$ cat src/rtl/rst_pkg.sv
// Shared definitions for the reset sequencer: FSM encoding and default timing.
package rst_pkg;

  typedef enum logic [2:0] {
    HOLD    = 3'd0,
    STABLE  = 3'd1,
    REL_MEM = 3'd2,
    REL_PER = 3'd3,
    RUN     = 3'd4,
    SW_HOLD = 3'd5
  } state_t;

  localparam int unsigned DEF_STABLE_CYCLES = 256;
  localparam int unsigned DEF_STAGE_GAP     = 8;
  localparam int unsigned DEF_SW_RST_CYCLES = 16;
  localparam int unsigned DEF_CNT_W         = 9;
  localparam int unsigned LOST_CNT_W        = 8;

endpackage

$ cat src/rtl/rst_sequencer_sync2.sv
// Two-flop synchronizer with asynchronous active-low clear; output resets to 0.
module sync2 (
  input  logic clk,
  input  logic n_reset,
  input  logic d,
  output logic q
);

  logic meta;

  always_ff @(posedge clk or negedge n_reset) begin
    if (!n_reset) begin
      meta <= 1'b0;
      q    <= 1'b0;
    end else begin
      meta <= d;
      q    <= meta;
    end
  end

endmodule

$ cat src/rtl/rst_sequencer.sv
// Staged reset release for memory, peripheral and CPU domains after PLL lock,
// with lock-loss recovery, soft reset and a saturating lock-loss counter.
module rst_sequencer
  import rst_pkg::*;
#(
  parameter int unsigned STABLE_CYCLES = DEF_STABLE_CYCLES,
  parameter int unsigned STAGE_GAP     = DEF_STAGE_GAP,
  parameter int unsigned SW_RST_CYCLES = DEF_SW_RST_CYCLES,
  parameter int unsigned CNT_W         = DEF_CNT_W
) (
  input  logic                  clk_96M,
  input  logic                  n_reset,
  input  logic                  lock,
  input  logic                  sw_rst_req,
  output logic                  n_rst_mem,
  output logic                  n_rst_periph,
  output logic                  n_rst_cpu,
  output logic                  ready,
  output logic [LOST_CNT_W-1:0] lock_lost_cnt
);

  localparam logic [CNT_W-1:0]      STABLE_LAST = CNT_W'(STABLE_CYCLES - 1);
  localparam logic [CNT_W-1:0]      GAP_LAST    = CNT_W'(STAGE_GAP - 1);
  localparam logic [CNT_W-1:0]      SW_LAST     = CNT_W'(SW_RST_CYCLES - 1);
  localparam logic [LOST_CNT_W-1:0] LOST_MAX    = '1;

  logic              lock_s;
  state_t            state;
  logic [CNT_W-1:0]  timer;

  sync2 u_lock_sync (
    .clk     (clk_96M),
    .n_reset (n_reset),
    .d       (lock),
    .q       (lock_s)
  );

  always_ff @(posedge clk_96M or negedge n_reset) begin
    if (!n_reset) begin
      state         <= HOLD;
      timer         <= '0;
      n_rst_mem     <= 1'b0;
      n_rst_periph  <= 1'b0;
      n_rst_cpu     <= 1'b0;
      ready         <= 1'b0;
      lock_lost_cnt <= '0;
    end else if (!lock_s) begin
      // Lock loss outranks soft-reset requests and timer expiry.
      state        <= HOLD;
      timer        <= '0;
      n_rst_mem    <= 1'b0;
      n_rst_periph <= 1'b0;
      n_rst_cpu    <= 1'b0;
      ready        <= 1'b0;
      if (state != HOLD && lock_lost_cnt != LOST_MAX) begin
        lock_lost_cnt <= lock_lost_cnt + 1'b1;
      end
    end else begin
      case (state)
        HOLD: begin
          // The cycle that observes lock_s high is the first stable cycle.
          state <= STABLE;
          timer <= CNT_W'(1);
        end
        STABLE: begin
          if (timer == STABLE_LAST) begin
            state     <= REL_MEM;
            timer     <= '0;
            n_rst_mem <= 1'b1;
          end else begin
            timer <= timer + 1'b1;
          end
        end
        REL_MEM: begin
          if (timer == GAP_LAST) begin
            state        <= REL_PER;
            timer        <= '0;
            n_rst_periph <= 1'b1;
          end else begin
            timer <= timer + 1'b1;
          end
        end
        REL_PER: begin
          if (timer == GAP_LAST) begin
            state     <= RUN;
            timer     <= '0;
            n_rst_cpu <= 1'b1;
            ready     <= 1'b1;
          end else begin
            timer <= timer + 1'b1;
          end
        end
        RUN: begin
          if (sw_rst_req) begin
            state        <= SW_HOLD;
            timer        <= '0;
            n_rst_periph <= 1'b0;
            n_rst_cpu    <= 1'b0;
            ready        <= 1'b0;
          end
        end
        SW_HOLD: begin
          if (timer == SW_LAST) begin
            state        <= REL_PER;
            timer        <= '0;
            n_rst_periph <= 1'b1;
          end else begin
            timer <= timer + 1'b1;
          end
        end
        default: begin
          state        <= HOLD;
          timer        <= '0;
          n_rst_mem    <= 1'b0;
          n_rst_periph <= 1'b0;
          n_rst_cpu    <= 1'b0;
          ready        <= 1'b0;
        end
      endcase
    end
  end

endmodule

$ cat config.mk
export PLATFORM = sky130hd
export DESIGN_NAME = rst_sequencer
export DESIGN_NICKNAME = d
export VERILOG_FILES = /design/src/rtl/rst_pkg.sv /design/src/rtl/rst_sequencer_sync2.sv /design/src/rtl/rst_sequencer.sv
export SDC_FILE = /design/constraint.sdc
export NUM_CORES = 1
export LEC_CHECK = 0
export CAP_MARGIN = 20
export CELL_PAD_IN_SITES_DETAIL_PLACEMENT = 0
export CELL_PAD_IN_SITES_GLOBAL_PLACEMENT = 1
export CORE_UTILIZATION = 52
export DETAILED_ROUTE_END_ITERATION = 8
export DONT_BUFFER_PORTS = 1
export GPL_TIMING_DRIVEN = 1
export PLACE_DENSITY_LB_ADDON = 0.1
export SLEW_MARGIN = 25
export SYNTH_ARGS = -nofsm -noshare
export SYNTH_HDL_FRONTEND = slang
export SYNTH_HIERARCHICAL = 1
export SYNTH_SLANG_ARGS = --single-unit
$ cat constraint.sdc
create_clock -name clk_96M -period 4.1 [get_ports clk_96M]
set_clock_uncertainty 0.15 [all_clocks]
set_input_delay 1.025 -clock clk_96M [delete_from_list [all_inputs] [get_ports clk_96M]]
set_output_delay 1.025 -clock clk_96M [all_outputs]
set_load 0.01 [all_outputs]
==> flow_metrics.py <==
metrics = {
    "status": {
        "run_status": "complete, no violations",
    },
    "timing": {
        "slew_violations": 0,
        "maxSlewHeadroom": 0.410,
        "rsz0062_at_grt": "false",
        "finalCriticalPeriod_ns": 2.50,
        "tightest_slew_ns": 0.882,
        "fin_setup_tns_ns": 0,
        "timing.fmax_mhz": 399,
        "setup_viol": 0,
        "post-route-period-util": 0.611,
        "hold_viol": 0,
    },
    "detailed_routing": {
        "drt_iter0_markers": 11,
        "vias_per_cell": 6.18,
        "ant_nets": 0,
        "dr.pass1.iters": 4,
        "drc": 0,
        "wire_per_inst_um": 15.4,
        "wirelength_um": 2610,
        "num_vias": 1045,
    },
    "clock_tree": {
        "hold_buffers": 0,
        "cts_max_level": 1,
        "cts_tree": "yes",
        "cts-buffers-inserted": 3,
        "clk_latency_ns": 0.32,
        "clk_path_buf_depth": 2,
        "clock-root-buffer": "clkbuf_4",
        "cts_resized": 0,
        "clk_pin_slew_worst_paths_ns": 0.14,
        "cts_sinks": 25,
        "cts_post_setup_buffers_inserted": 0,
    },
    "worst_setup_path": {
        "critPathMaxStageDelay_ns": 0.44,
        "slowest_stage": "dfrtp_1",
        "critPathMaxFanout": 8,
        "setup.worst_path.end_class": "flop",
        "crit_chain": "ha_1, and3_1, and3_1, nand3_1, inv_1, ha_1, nand3b_4, a2111oi_1, a221o_1",
        "crit_family": "simple AND/OR/NAND/NOR gates",
        "crit_type": "reg2reg",
        "crit_path_start_kind": "flop",
        "critPathArrivalTime_ns": 2.62,
        "required_ns": 4.22,
        "worst-path-buf-inv": 1,
    },
    "floorplan": {
        "die_w_um": 54.3,
        "die_area_um2": 2940,
        "rows": 18,
        "io_pins": 16,
        "core_area_um2": 2520,
        "die_y_um": 54.3,
        "start_util": 0.563,
    },
    "cells_and_area": {
        "final_area_um2": 1450,
        "syn2layout_area_growth_pct": 1.85,
        "fin_nets": 148,
        "drive_above_1_share": 0.0719,
        "antenna_cells": 0,
    },
    "grt": {
        "grt_pass1_wl_um": 4220,
        "grt_pass1_vias": 960,
        "grt_util_all_layers": 0.202,
        "overflow": 0,
        "antenna_found_initial": 0,
        "grt_max_degree": 26,
    },
    "logic_synthesis": {
        "synth_edf_count": 0,
        "syn_area_um2": 1420,
        "synth_top_area_share": 0.441,
        "synth-seq-cells": 25,
        "yosysWarnings": 6,
        "syn-num-nets": 150,
        "yosysMostFrequentCell": "dfrtp_1",
        "synth_seq_area_share": 0.441,
        "synth_top_area_cell": "dfrtp_1",
        "synthCells": 142,
        "ys.flop_type": "dfrtp_1",
        "netlist_top_cells_count": "25 x dfrtp_1, 13 x nand2_1, 11 x nand3_1",
        "ys_types": 46,
        "async_flop_share": 1.00,
        "syn_avg_cell_area_um2": 10.0,
        "netlist_top_cells_area": "dfrtp_1 44%, nor2b_1 4.0%, nand3_1 3.9%",
    },
    "placement": {
        "placed_cell_area_um2": 1420,
        "io_buffers": 0,
        "gp_congestion": 0.750,
        "hpwl_um": 1910,
    },
    "power": {
        "vdd_drop_max_v": 0.000264,
        "powerDensity_nw_per_um2": 345,
        "leakage_nw": 0.616,
    },
    "hold_path": {
        "hp-class": "reg2reg",
    },
    "run": {
        "cap_violations": 0,
    },
}
[final timing paths]
check	depth (start not counted)	end	slack (ns)	startpoint
min reg2reg	0	u_lock_sync/q	0.22	u_lock_sync/meta
max in group asynchronous	0	ready	3.49	n_reset
max reg2reg	9	timer[5]	1.60	timer[0]
min	0	u_lock_sync/q	0.22	u_lock_sync/meta
max	9	timer[5]	1.60	timer[0]
min in group asynchronous	0	timer[5]	0.23	n_reset
[state kept, by name, indices dropped and copies added (netlist names)]
register / flops
state: 3
u_lock_sync/q: 1
ready: 1
u_lock_sync/meta: 1
n_rst_mem: 1
lock_lost_cnt: 8
timer: 9
n_rst_periph: 1
[metal layers]
layer  GRT usage  part of all wire
met2       0.299              0.47
met4      0.0812            0.0057
met5           0                 0
met1       0.289              0.49
met3      0.0389             0.042
[cells in the final DEF (no fill, tap or decap), drive strengths merged, types with 2 or more instances in the layout]
cell / Yosys / routed
a2111oi: 2 / 2
mux2: 2 / 2
xor2: 3 / 3
a21oi: 4 / 4
o21ai: 5 / 5
nand3b: 2 / 2
nor2: 7 / 7
and2: 3 / 3
nand3: 11 / 11
clkbuf: 2 / 3
nor3: 2 / 2
and3: 2 / 2
nand2: 14 / 14
xnor2: 4 / 4
a211o: 4 / 4
o211ai: 3 / 3
a31oi: 2 / 2
nor2b: 9 / 9
ha: 4 / 4
a32o: 2 / 2
nand2b: 2 / 2
inv: 5 / 5
a22o: 2 / 2
a221o: 3 / 3
dfrtp: 25 / 25
[area by class of cell]
class,instances,area (um^2)
flip-flops and latches,25,626
fillers,239,1080
multi-input cells,105,734
well taps,30,37.5
clock buffers,3,22.5
inverters,5,18.8
clock inverters,1,7.51
[where the power goes]
part           switching, mW  internal (mW)
Clock                 0.0736         0.0372
Combinational         0.0298         0.0321
Sequential            0.0526          0.274
Total                  0.156          0.343
[through the flow]
| step | power, mW | utilization | setup WS (ns) | hold slack (ns) | instances |
|---|---|---|---|---|---|
| 3_5_place_dp | 0.395 | 0.562 | 1.65 | 0.197 | 165 |
| 2_1_floorplan | 0.376 | - | 1.85 | 0.181 | 142 |
| 5_1_grt | 0.529 | 0.573 | 1.46 | 0.198 | 169 |
| 4_1_cts | 0.508 | 0.573 | 1.61 | 0.209 | 169 |
| 3_3_place_gp | 0.391 | 0.562 | 1.68 | 0.184 | 165 |
| 6_report | 0.499 | 0.573 | 1.60 | 0.222 | 169 |
[logic make-up (layout without fill, tap and decap cells)]
group,count (synthesis),count (layout),share of synthesized area
mux,2,2,0.0159
buf+inv,12,9,0.0423
fa+ha+maj,4,4,0.0352
flops,25,25,0.441
xor+xnor,7,7,0.0432
simple gates,59,59,0.244
compound gates,33,33,0.179
(Power assumes the default switching activity.)
